<file path="src/rtl/wieg_regelaar_pkg.sv">
// ============================================================================
// Module   : wieg_regelaar_pkg
// Purpose  : Shared types and default constants for the cradle rocking loop.
// Revision : 1.0 - initial release
// ============================================================================
`default_nettype none

package wieg_regelaar_pkg;

    typedef enum logic [1:0] {
        ST_SETTLE = 2'd0,
        ST_EVAL   = 2'd1,
        ST_STEP   = 2'd2,
        ST_HOLD   = 2'd3
    } state_t;

    typedef enum logic {
        SEL_FREQ = 1'b0,
        SEL_AMP  = 1'b1
    } sel_t;

    localparam int unsigned c_DEF_W            = 4;
    localparam int unsigned c_DEF_FREQ_INIT    = 8;
    localparam int unsigned c_DEF_AMP_INIT     = 4;
    localparam int unsigned c_DEF_VAL_MIN      = 1;
    localparam int unsigned c_DEF_VAL_MAX      = 15;
    localparam int unsigned c_DEF_SETTLE_TICKS = 4;
    localparam int unsigned c_DEF_MAX_FAILS    = 2;
    localparam int unsigned c_DEF_HOLD_LIMIT   = 3;

endpackage

`default_nettype wire

</file>
<file path="src/rtl/wieg_regelaar_if.sv">
// ============================================================================
// Module   : wieg_regelaar_if
// Purpose  : Stress verdict in, motor setpoints out, for the rocking loop.
// Revision : 1.0 - initial release
// ============================================================================
`default_nettype none

interface wieg_regelaar_if
    import wieg_regelaar_pkg::*;
#(
    parameter int unsigned W = c_DEF_W
) ();

    logic         slow;
    logic         gedaald;
    logic         gelijk;
    logic [W-1:0] freq;
    logic [W-1:0] amp;
    logic         wijzig;
    logic         klaar;

    // master is the stress/motor side, slave is the controller
    modport master (
        output slow, gedaald, gelijk,
        input  freq, amp, wijzig, klaar
    );

    modport slave (
        input  slow, gedaald, gelijk,
        output freq, amp, wijzig, klaar
    );

endinterface

`default_nettype wire

</file>
<file path="src/rtl/wieg_stap.sv">
// ============================================================================
// Module   : wieg_stap
// Purpose  : Combinational +/-1 step that bounces off the saturation bounds.
// Revision : 1.0 - initial release
// ============================================================================
`default_nettype none

module wieg_stap #(
    parameter int unsigned W = 4
) (
    input  wire logic [W-1:0] i_val,
    input  wire logic         i_dir,    // 0 = up, 1 = down
    input  wire logic [W-1:0] i_min,
    input  wire logic [W-1:0] i_max,
    output logic      [W-1:0] o_val,
    output logic              o_flip
);

    localparam logic [W:0] c_ONE = (W+1)'(1);

    logic [W:0] w_up;
    logic [W:0] w_dn;
    logic [W:0] w_try;
    logic [W:0] w_alt;
    logic       w_ok;

    // One extra bit so that both overflow past max and underflow below 0 show up
    always_comb begin
        w_up   = {1'b0, i_val} + c_ONE;
        w_dn   = {1'b0, i_val} - c_ONE;
        w_try  = i_dir ? w_dn : w_up;
        w_alt  = i_dir ? w_up : w_dn;
        w_ok   = (w_try >= {1'b0, i_min}) && (w_try <= {1'b0, i_max});
        o_val  = w_ok ? w_try[W-1:0] : w_alt[W-1:0];
        o_flip = ~w_ok;
    end

endmodule

`default_nettype wire

</file>
<file path="src/rtl/wieg_regelaar.sv">
// ============================================================================
// Module   : wieg_regelaar
// Purpose  : Hill-climbing frequency/amplitude search that locks on level stress.
// Revision : 1.0 - initial release
// ============================================================================
`default_nettype none

module wieg_regelaar
    import wieg_regelaar_pkg::*;
#(
    parameter int unsigned W            = c_DEF_W,
    parameter int unsigned FREQ_INIT    = c_DEF_FREQ_INIT,
    parameter int unsigned AMP_INIT     = c_DEF_AMP_INIT,
    parameter int unsigned VAL_MIN      = c_DEF_VAL_MIN,
    parameter int unsigned VAL_MAX      = c_DEF_VAL_MAX,
    parameter int unsigned SETTLE_TICKS = c_DEF_SETTLE_TICKS,
    parameter int unsigned MAX_FAILS    = c_DEF_MAX_FAILS,
    parameter int unsigned HOLD_LIMIT   = c_DEF_HOLD_LIMIT
) (
    input  wire logic      clk,
    input  wire logic      reset,
    wieg_regelaar_if.slave bus
);

    localparam int unsigned c_TW = $clog2(SETTLE_TICKS + 1);
    localparam int unsigned c_FW = $clog2(MAX_FAILS + 1);
    localparam int unsigned c_EW = $clog2(HOLD_LIMIT + 1);

    localparam logic [c_TW-1:0] c_TICK_LAST = c_TW'(SETTLE_TICKS - 1);
    localparam logic [c_TW-1:0] c_TICK_ONE  = c_TW'(1);
    localparam logic [c_FW-1:0] c_FAIL_LIM  = c_FW'(MAX_FAILS);
    localparam logic [c_FW-1:0] c_FAIL_ONE  = c_FW'(1);
    localparam logic [c_EW-1:0] c_EQ_LIM    = c_EW'(HOLD_LIMIT);
    localparam logic [c_EW-1:0] c_EQ_ONE    = c_EW'(1);
    localparam logic [W-1:0]    c_FREQ_INIT = W'(FREQ_INIT);
    localparam logic [W-1:0]    c_AMP_INIT  = W'(AMP_INIT);
    localparam logic [W-1:0]    c_MIN       = W'(VAL_MIN);
    localparam logic [W-1:0]    c_MAX       = W'(VAL_MAX);

    state_t          r_state,    w_state_nx;
    sel_t            r_sel,      w_sel_nx;
    logic            r_dir,      w_dir_nx;     // 0 = up, 1 = down
    logic [c_TW-1:0] r_tick_cnt, w_tick_nx;
    logic [c_FW-1:0] r_fails,    w_fails_nx;
    logic [c_EW-1:0] r_eq_cnt,   w_eq_nx;
    logic            r_gd,       w_gd_nx;
    logic            r_gl,       w_gl_nx;
    logic [W-1:0]    r_freq,     w_freq_nx;
    logic [W-1:0]    r_amp,      w_amp_nx;
    logic            r_wijzig,   w_wijzig_nx;
    logic            r_klaar,    w_klaar_nx;

    logic [c_FW-1:0] w_fails_inc;
    logic [c_EW-1:0] w_eq_inc;
    logic [W-1:0]    w_stap_in;
    logic [W-1:0]    w_stap_out;
    logic            w_stap_flip;

    assign w_stap_in = (r_sel == SEL_FREQ) ? r_freq : r_amp;

    wieg_stap #(
        .W (W)
    ) u_stap (
        .i_val  (w_stap_in),
        .i_dir  (r_dir),
        .i_min  (c_MIN),
        .i_max  (c_MAX),
        .o_val  (w_stap_out),
        .o_flip (w_stap_flip)
    );

    always_ff @(posedge clk) begin
        if (reset) begin
            r_state    <= ST_SETTLE;
            r_sel      <= SEL_FREQ;
            r_dir      <= 1'b0;
            r_tick_cnt <= '0;
            r_fails    <= '0;
            r_eq_cnt   <= '0;
            r_gd       <= 1'b0;
            r_gl       <= 1'b0;
            r_freq     <= c_FREQ_INIT;
            r_amp      <= c_AMP_INIT;
            r_wijzig   <= 1'b0;
            r_klaar    <= 1'b0;
        end else begin
            r_state    <= w_state_nx;
            r_sel      <= w_sel_nx;
            r_dir      <= w_dir_nx;
            r_tick_cnt <= w_tick_nx;
            r_fails    <= w_fails_nx;
            r_eq_cnt   <= w_eq_nx;
            r_gd       <= w_gd_nx;
            r_gl       <= w_gl_nx;
            r_freq     <= w_freq_nx;
            r_amp      <= w_amp_nx;
            r_wijzig   <= w_wijzig_nx;
            r_klaar    <= w_klaar_nx;
        end
    end

    always_comb begin
        w_state_nx  = r_state;
        w_sel_nx    = r_sel;
        w_dir_nx    = r_dir;
        w_tick_nx   = r_tick_cnt;
        w_fails_nx  = r_fails;
        w_eq_nx     = r_eq_cnt;
        w_gd_nx     = r_gd;
        w_gl_nx     = r_gl;
        w_freq_nx   = r_freq;
        w_amp_nx    = r_amp;
        w_wijzig_nx = 1'b0;
        w_klaar_nx  = r_klaar;
        w_fails_inc = r_fails + c_FAIL_ONE;
        w_eq_inc    = r_eq_cnt + c_EQ_ONE;

        case (r_state)
            ST_SETTLE: begin
                if (bus.slow) begin
                    if (r_tick_cnt == c_TICK_LAST) begin
                        w_state_nx = ST_EVAL;
                        w_gd_nx    = bus.gedaald;
                        w_gl_nx    = bus.gelijk;
                    end else begin
                        w_tick_nx = r_tick_cnt + c_TICK_ONE;
                    end
                end
            end

            ST_EVAL: begin
                if (r_gd) begin
                    w_fails_nx = '0;
                    w_eq_nx    = '0;
                    w_state_nx = ST_STEP;
                end else if (r_gl) begin
                    w_eq_nx = w_eq_inc;
                    if (w_eq_inc == c_EQ_LIM) begin
                        w_state_nx = ST_HOLD;
                        w_klaar_nx = 1'b1;
                    end else begin
                        w_sel_nx   = (r_sel == SEL_FREQ) ? SEL_AMP : SEL_FREQ;
                        w_dir_nx   = 1'b0;
                        w_fails_nx = '0;
                        w_state_nx = ST_STEP;
                    end
                end else begin
                    // Stress rose: retry the other way, or give up on this setpoint
                    w_eq_nx = '0;
                    if (w_fails_inc == c_FAIL_LIM) begin
                        w_sel_nx   = (r_sel == SEL_FREQ) ? SEL_AMP : SEL_FREQ;
                        w_dir_nx   = 1'b0;
                        w_fails_nx = '0;
                    end else begin
                        w_fails_nx = w_fails_inc;
                        w_dir_nx   = ~r_dir;
                    end
                    w_state_nx = ST_STEP;
                end
            end

            ST_STEP: begin
                if (r_sel == SEL_FREQ) begin
                    w_freq_nx = w_stap_out;
                end else begin
                    w_amp_nx = w_stap_out;
                end
                w_dir_nx    = r_dir ^ w_stap_flip;
                w_tick_nx   = '0;
                w_wijzig_nx = 1'b1;
                w_state_nx  = ST_SETTLE;
            end

            ST_HOLD: begin
                if (bus.slow && !bus.gedaald && !bus.gelijk) begin
                    w_klaar_nx = 1'b0;
                    w_eq_nx    = '0;
                    w_fails_nx = '0;
                    w_dir_nx   = ~r_dir;
                    w_state_nx = ST_STEP;
                end
            end

            default: begin
                w_state_nx = ST_SETTLE;
            end
        endcase
    end

    assign bus.freq   = r_freq;
    assign bus.amp    = r_amp;
    assign bus.wijzig = r_wijzig;
    assign bus.klaar  = r_klaar;

endmodule

`default_nettype wire
</file>
<file path="src/flat_wrapper.sv">
// flat-port wrapper written by rule: the top's interface ports become plain ports
module wieg_regelaar_flat import wieg_regelaar_pkg::*;
#(
    parameter int unsigned W            = c_DEF_W,
    parameter int unsigned FREQ_INIT    = c_DEF_FREQ_INIT,
    parameter int unsigned AMP_INIT     = c_DEF_AMP_INIT,
    parameter int unsigned VAL_MIN      = c_DEF_VAL_MIN,
    parameter int unsigned VAL_MAX      = c_DEF_VAL_MAX,
    parameter int unsigned SETTLE_TICKS = c_DEF_SETTLE_TICKS,
    parameter int unsigned MAX_FAILS    = c_DEF_MAX_FAILS,
    parameter int unsigned HOLD_LIMIT   = c_DEF_HOLD_LIMIT
)
  (clk, reset, bus_slow, bus_gedaald, bus_gelijk, bus_freq, bus_amp, bus_wijzig, bus_klaar);
  wieg_regelaar_if #(.W(W)) bus_i ();
  input  wire logic clk;
  input  wire logic reset;
  input wire logic [$bits(bus_i.slow)-1:0] bus_slow;
  input wire logic [$bits(bus_i.gedaald)-1:0] bus_gedaald;
  input wire logic [$bits(bus_i.gelijk)-1:0] bus_gelijk;
  output wire logic [$bits(bus_i.freq)-1:0] bus_freq;
  output wire logic [$bits(bus_i.amp)-1:0] bus_amp;
  output wire logic [$bits(bus_i.wijzig)-1:0] bus_wijzig;
  output wire logic [$bits(bus_i.klaar)-1:0] bus_klaar;
  assign bus_i.slow = bus_slow;
  assign bus_i.gedaald = bus_gedaald;
  assign bus_i.gelijk = bus_gelijk;
  assign bus_freq = bus_i.freq;
  assign bus_amp = bus_i.amp;
  assign bus_wijzig = bus_i.wijzig;
  assign bus_klaar = bus_i.klaar;
  wieg_regelaar #(.W(W), .FREQ_INIT(FREQ_INIT), .AMP_INIT(AMP_INIT), .VAL_MIN(VAL_MIN), .VAL_MAX(VAL_MAX), .SETTLE_TICKS(SETTLE_TICKS), .MAX_FAILS(MAX_FAILS), .HOLD_LIMIT(HOLD_LIMIT)) u_core (.clk(clk), .reset(reset), .bus(bus_i));
endmodule
</file>
<file path="config.mk">
export PLATFORM = sky130hd
export DESIGN_NAME = wieg_regelaar_flat
export DESIGN_NICKNAME = d
export VERILOG_FILES = /design/src/rtl/wieg_regelaar_pkg.sv /design/src/rtl/wieg_regelaar_if.sv /design/src/rtl/wieg_stap.sv /design/src/rtl/wieg_regelaar.sv /design/src/flat_wrapper.sv
export SDC_FILE = /design/constraint.sdc
export NUM_CORES = 1
export LEC_CHECK = 0
export ABC_AREA = 1
export BUFFER_PORTS_ARGS = -buffer_cell sky130_fd_sc_hd__buf_2
export CAP_MARGIN = 10
export CORE_MARGIN = 4
export CORE_UTILIZATION = 50
export DETAILED_ROUTE_END_ITERATION = 10
export PLACE_DENSITY = 0.72
export SETUP_SLACK_MARGIN = 0.4
export SLEW_MARGIN = 20
export SYNTH_ARGS = -nofsm -noshare
export SYNTH_HDL_FRONTEND = slang
export SYNTH_SLANG_ARGS = --single-unit
</file>
<file path="constraint.sdc">
create_clock -name clk -period 1.8 [get_ports clk]
set_input_delay 0 -clock clk [delete_from_list [all_inputs] [get_ports clk]]
set_output_delay 0 -clock clk [all_outputs]
set_load 0.01 [all_outputs]
</file>
=== Yosys cells after proc, flatten, opt, wreduce, memory -nomap -nowiden ===
Cells that the tools add are included.

* Multiplexer cells: 39
* Reductions and logical operators: 20
* Equal/unequal tests: 16
* $lt $le $gt $ge: 2
* Bitwise logic cells: 5
* Add/sub/neg operators: 5

{| class="wikitable"
|+ Operators with widths
! cell !! number
|-
| 2-to-1 mux 2 bit || 11
|-
| 2-to-1 mux 1 bit || 16
|-
| 2-to-1 mux 4 bit || 3
|-
| AND reduction 3 bit || 4
|-
| == test 2 bit (second input constant) || 4
|-
| != test 2 x 1 -> 1 bit (second input constant) || 4
|-
| != test 2 bit (second input constant) || 4
|-
| case mux 2 bit (2 select lines) || 2
|-
| case mux 2 bit (4 select lines) || 1
|-
| AND reduction 4 bit || 2
|-
| 2-to-1 mux 3 bit || 2
|-
| case mux 3 bit (2 select lines) || 1
|-
| AND reduction 2 bit || 3
|-
| nonzero test 2 bit || 3
|-
| adder 4 x 1 -> 5 bit (second input constant) || 1
|-
| >= comparator 5 x 1 -> 1 bit (second input constant) || 1
|-
| <= comparator 5 x 4 -> 1 bit (second input constant) || 1
|-
| 2-to-1 mux 5 bit || 1
|-
| AND reduction 5 bit || 1
|-
| subtractor 4 x 1 -> 5 bit (second input constant) || 1
|-
| adder 2 x 1 -> 2 bit (second input constant) || 2
|-
| != test 4 x 3 -> 1 bit (second input constant) || 1
|-
| NOT 1 bit || 4
|-
| adder 3 x 1 -> 3 bit (second input constant) || 1
|-
| 10 further kinds || 13
|}

* Output and inout port bits: 10
* Input bits: 5
* Register bits: 23

=== Depth between registers and ports, before layout ===
* Word-level depth: 8
* Mapped depth: 16
* Depth with buffers taken out: 15

=== Hierarchy ===
Synthesis repeated with hierarchy kept, for this count alone.

* Cells, all modules: 230
* Area, all modules: 1582.8 um2

{| class="wikitable"
|+ By module, submodules not included
! module !! cells an instance !! times used !! area each (um2) !! sequential area each (um2)
|-
| wieg_regelaar || 159 || 1 || 1152.4 || 460.4
|-
| wieg_stap || 71 || 1 || 430.4 || 0.0
|}

=== Worst setup path after synthesis ===
No wires, ideal clock.

* Path kind: register to register
* From: reg u_core.r_sel
* To: reg u_core.r_freq[1] (netlist: u_core.bus.freq[1])
* Clock period less this slack: 1819 ps
* Slack: -19 ps
* Cell stages (with the launch flop): 14
* Buffers on the path: 1
* Data required time: 1691 ps
* Arrival: 1710 ps
* Cells stage by stage: dfxtp_1 > buf_6 > nand2_1 > nand2_4 > inv_2 > ha_1 > xnor2_1 > nand2_1 > nor2_2 > nand3_2 > nand3b_1 > nand3_1 > nand2_1 > inv_1

* Cells in the longest elaborated chain, start to end: 6

{| class="wikitable"
|+ RTL lines
! element !! line !! RTL
|-
| start: declaration || wieg_regelaar.sv:41 || <nowiki>sel_t r_sel, w_sel_nx;</nowiki>
|-
| start signal: assignment || wieg_regelaar.sv:88 || <nowiki>r_sel <= w_sel_nx;</nowiki>
|-
| 2-to-1 mux 4 bit || wieg_regelaar.sv:59 || <nowiki>assign w_stap_in = (r_sel == SEL_FREQ) ? r_freq : r_amp;</nowiki>
|-
| adder 4 x 1 -> 5 bit or subtractor 4 x 1 -> 5 bit (tied branches) || wieg_stap.sv:29, wieg_stap.sv:30 ||
|-
| 2-to-1 mux 5 bit || wieg_stap.sv:31 || <nowiki>w_try = i_dir ? w_dn : w_up;</nowiki>
|-
| >= comparator 5 x 1 -> 1 bit or <= comparator 5 x 4 -> 1 bit (tied branches) || wieg_stap.sv:33 || <nowiki>w_ok = (w_try >= {1'b0, i_min}) && (w_try <= {1'b0, i_max});</nowiki>
|-
| logical AND 1 bit || wieg_stap.sv:33 ||
|-
| 2-to-1 mux 4 bit || wieg_stap.sv:34 || <nowiki>o_val = w_ok ? w_try[W-1:0] : w_alt[W-1:0];</nowiki>
|-
| end signal: assignment || wieg_regelaar.sv:82 || <nowiki>r_freq <= c_FREQ_INIT;</nowiki>
|-
| end signal: assignment || wieg_regelaar.sv:95 || <nowiki>r_freq <= w_freq_nx;</nowiki>
|-
| end: declaration || wieg_regelaar.sv:48 || <nowiki>logic [W-1:0] r_freq, w_freq_nx;</nowiki>
|}

Several ways; a longest one is shown, not always the timed one.
A chain may end at the register's enable or synchronous reset.

=== Worst setup path after layout ===
* From: reg u_core.r_sel
* To: reg u_core.r_amp[1] (netlist: u_core.bus.amp[1])

* Cells in the longest elaborated chain, start to end: 6

{| class="wikitable"
|+ RTL lines
! element !! line !! RTL
|-
| 2-to-1 mux 4 bit || wieg_regelaar.sv:59 ||
|-
| adder 4 x 1 -> 5 bit or subtractor 4 x 1 -> 5 bit (tied branches) || wieg_stap.sv:29, wieg_stap.sv:30 ||
|-
| 2-to-1 mux 5 bit || wieg_stap.sv:31 ||
|-
| >= comparator 5 x 1 -> 1 bit or <= comparator 5 x 4 -> 1 bit (tied branches) || wieg_stap.sv:33 ||
|-
| logical AND 1 bit || wieg_stap.sv:33 ||
|-
| 2-to-1 mux 4 bit || wieg_stap.sv:34 ||
|-
| end signal: assignment || wieg_regelaar.sv:83 || <nowiki>r_amp <= c_AMP_INIT;</nowiki>
|-
| end signal: assignment || wieg_regelaar.sv:96 || <nowiki>r_amp <= w_amp_nx;</nowiki>
|-
| end: declaration || wieg_regelaar.sv:49 || <nowiki>logic [W-1:0] r_amp, w_amp_nx;</nowiki>
|}

Several ways; a longest one is shown, not always the timed one.

==> results.md <==
- The flow ran to the end, and the final reports show no timing, DRC or antenna violations.
- The share of cell area taken by muxes after synthesis is 0%.
- The total core area is 0.00257 mm2.
- Adding up every negative setup slack in the final design gives 0 ps.
- In this run the number of H-tree levels came out at 1.
- sky130_fd_sc_hd__dfxtp_1 takes more of the synthesized area than any other cell.
- The total count of max-transition violations in the final report came to 0.
- The count of buffers added on input and output ports is 14.
- Setup repair after global routing could not meet its margin everywhere.
- The initial antenna violation count was 0.
- The commonest cells after synthesis are sky130_fd_sc_hd__inv_1, sky130_fd_sc_hd__nand2_1, sky130_fd_sc_hd__dfxtp_1.
- In this run the cell area of the synthesized design comes to 0.00140 mm2.
- Dividing the detail-routed wire length by the instance count gives 12.5 um.
- The share of synthesized flip-flops with an asynchronous set or reset is 0%.
- For the pin with the worst max-slew slack, the measured transition is 330 ps.
- The worst hold path belongs to the class flip-flop to flip-flop.
- The post-layout instance count excluding filler cells is 274.
- Across all hold checks on the routed design, the worst slack comes to 449 ps.
- At the end of the flow the core is filled with cells to 72.4%.
- The maximum fanout along the worst path is 6.
- The worst IR drop on VDD is 851 uV.
- The largest single stage delay on the critical path is 350 ps.
- The initial core utilization is 54.6%.
- The leakage dissipation is 0.000841 uW.
- The clock passes through at most 2 buffers.
- The growth of design area from synthesis to finish is 32.6%.
- The vertical die dimension is 61.0 um.
- The die boundary width is 61.0 um.
- At the end of routability-driven placement, the weighted congestion stood at 0.940.
- The floorplan has 18 rows.
- The CTS tree is done.
- Clock-pin slew was measured on the worst setup and hold paths at 130 ps.
- The final number of setup-violating endpoints is 0.
- The number of placed instances, taps included, is 257.
- Of the available clock period, the critical path in the final layout requires 98.5%.
- The worst setup path is captured at a flip-flop.
- The later pin in the worst-skew pair is clocked with a latency of 320 ps.
- The routed design could run at a clock period as short as 1770 ps.
- The post-synthesis share of cell area spent on full adders, half adders and majority gates is 4.46%.
- In this run the remaining antenna-violating nets after routing total 0.
- In this run the tightest slew margin relative to its limit is 77.9%.
- For the final database, setup skew stands at 9.47 ps.
- After global routing the overflow that remains totals 0.
- The iteration count of the initial detailed-routing pass is 4.
- After detailed routing, the number of vias per cell comes to 5.18.
- Power spread over the standard cell area amounts to 631 mW/mm2.
- The via count is 1420.
- The simple-gate share of the synthesized area is 35.6%.
- The main combinational cell family by area after synthesis is simple AND/OR/NAND/NOR gates.
- After technology mapping, the gate count stands at 207.
- Yosys mapped the design onto 31 distinct sky130hd cell types.
- The post-route netlist has 35.2% of its cells at a drive strength greater than 1.
- For the worst setup path, the data required time is 2040 ps.
- The highest attainable clock frequency is 564 MHz.
- Data arrives at the worst endpoint at 2020 ps.
- The number of global-route vias before repair is 1406.
- The number of warnings printed during yosys synthesis is 0.
- The number of nets in the synthesized netlist is 217.
- The CTS buffer count is 3.
- The setup path with the least slack is of type flip-flop to flip-flop.
- By area the synthesized netlist is led by sky130_fd_sc_hd__dfxtp_1, sky130_fd_sc_hd__inv_1, sky130_fd_sc_hd__nand2_1.
- The worst setup path is launched from a flip-flop.
- Summing the areas of all xor and xnor instances in the mapped netlist gives 0.624% of the synthesized area.
- The number of remaining DRC errors is 0.
- Summing the areas of all compound-gate instances in the mapped netlist gives 14.9% of the synthesized area.
- The number of hold violations in the final report is 0.
- The clock net sink count is 23.
- The count of fill cells added during filler insertion is 194.
- Counting flops with a built-in enable in the synthesized netlist gives 0.
- For this design the top-level I/O count stands at 15.
- The cell occurring most often along the worst timing path is sky130_fd_sc_hd__nand2_4.
- The top flip-flop cell by instance count after synthesis is sky130_fd_sc_hd__dfxtp_1.
- After the last flow step, the layout net total stands at 255.
- The wire length reported by the detailed router is 3.44 mm.
- Max-cap violations in this run came to 0.
- Clock tree synthesis selected as its root buffer the cell sky130_fd_sc_hd__clkbuf_4.
- Summed over its instances, the top area cell type makes up 32.8% of the synthesized netlist area.
- The first global-routing pass estimated 5.87 mm of wire.
- After synthesis, the mean cell area works out to 6.78 um2.
- Entering global routing, the biggest net connects 14 pins.
- The flip-flop and latch count after synthesis is 23.
- Traced cell by cell, the critical path runs through buf_12 > inv_8 > nand2_4 > nand2_4 > inv_4 > ha_4 > xnor2_4 > nand2_2 > nor2_2 > nand3_2 > nand3b_1 > nand3_1 > nand2_1 > inv_1.
- Among all stages on the critical path, the largest delay is contributed by sky130_fd_sc_hd__dfxtp_2.
- The completed layout was analyzed and its total power is 1170 uW.
- The placed wire-length estimate is 2.46 mm.
- Global routing used 20.9% of the available tracks.
- The total inserted antenna cells is 0.
- The iteration-0 DRC count of the detailed router is 77.
- The portion of the post-synthesis area used by sequential elements is 32.8%.
- The full die area is 0.00372 mm2.
==> critical path: cells and delay by family, from the launching register on <==
kind / cells / cell delay (ps)
xor gates and xnor gates: 1 / 140
DFF: 1 / 350
buffers and inverters: 4 / 250
adders and majority gates: 1 / 250
and+or+nand+nor: 8 / 680
==> placed cells by master, fill, tap and decap left out, types with 3 or more instances in the layout <==
cell type / n
sky130_fd_sc_hd__o21ai_0: 10
sky130_fd_sc_hd__nand2_2: 13
sky130_fd_sc_hd__dlygate4sd3_1: 4
sky130_fd_sc_hd__buf_4: 16
sky130_fd_sc_hd__o21ai_2: 3
sky130_fd_sc_hd__nor2_1: 18
sky130_fd_sc_hd__buf_2: 14
sky130_fd_sc_hd__nor2_4: 4
sky130_fd_sc_hd__a21oi_1: 14
sky130_fd_sc_hd__nand2_1: 29
sky130_fd_sc_hd__inv_1: 29
sky130_fd_sc_hd__ha_4: 3
sky130_fd_sc_hd__inv_2: 4
sky130_fd_sc_hd__clkbuf_4: 3
sky130_fd_sc_hd__nand2_4: 4
sky130_fd_sc_hd__dfxtp_2: 5
sky130_fd_sc_hd__nor3_1: 3
sky130_fd_sc_hd__nand3_1: 20
sky130_fd_sc_hd__dfxtp_1: 17
==> per-stage QoR <==
stage / setup slack, ps / instance area [um2]
floorplan: 117 / 1440
global placement: 58.1 / 1600
detailed placement: 29.6 / 1600
CTS: 44.3 / 1740
global route: -124 / 1860
finish: 26.1 / 1860
==> cell families (layout without fill, tap and decap cells) <==
logic type      after synthesis  after routing
fa+ha+maj                     5              5
compound gates               37             37
xor+xnor                      1              1
flops                        23             23
buf+inv                      39             76
simple gates                102            102
==> layer usage <==
layer	vias up	GRT usage (%)	wire length (um)
li1	745	-	-
met1	640	26.5	1540
met2	31	35.1	1710
met3	4	4.47	157
met4	0	7.12	32
met5	-	0	0
==> layout make-up <==
cell class,instances,area [um2],share of cell area (%)
flip-flops and latches,23,470,25.3
clock buffers,4,26.3,1.41
well taps,30,37.5,2.02
repair buffers,36,262,14.1
inverters,36,148,7.94
multi-input cells,145,916,49.3
==> registers in the layout, indices dropped and copies added (netlist names) <==
name,count
u_core.r_state,2
u_core.r_dir,1
u_core.r_sel,1
u_core.r_tick_cnt,3
u_core.r_gd,1
u_core.r_gl,1
u_core.bus.wijzig,1
u_core.bus.klaar,1
u_core.bus.amp,4
u_core.r_fails,2
u_core.bus.freq,4
u_core.r_eq_cnt,2
==> final timing paths <==
kind,from,endpoint,slack [ps],cells past startpoint
worst min-delay path,u_core.r_fails[1],u_core.r_fails[1],450,2
worst min register to register,u_core.r_fails[1],u_core.r_fails[1],450,2
worst max register to register,u_core.r_sel,u_core.bus.amp[1],30,14
worst max-delay path,u_core.r_sel,u_core.bus.amp[1],30,14
==> power by group <==
| part | leakage [uW] | total [uW] | internal [uW] | switching [uW] |
|---|---|---|---|---|
| combinational | 0.000637 | 346 | 163 | 183 |
| clock | 0.0000150 | 245 | 87.0 | 158 |
| sequential | 0.000189 | 581 | 543 | 38.6 |
==> what timing repair did <==
item,in CTS,in global routing
pin swaps,5,17
setup buffers,6,3
hold buffers,3,1
hold endpoints to repair,3,1
endpoints found under the setup margin,12,13
gates resized for setup,10,29
No activity file was read; power rests on OpenSTA's default activity.
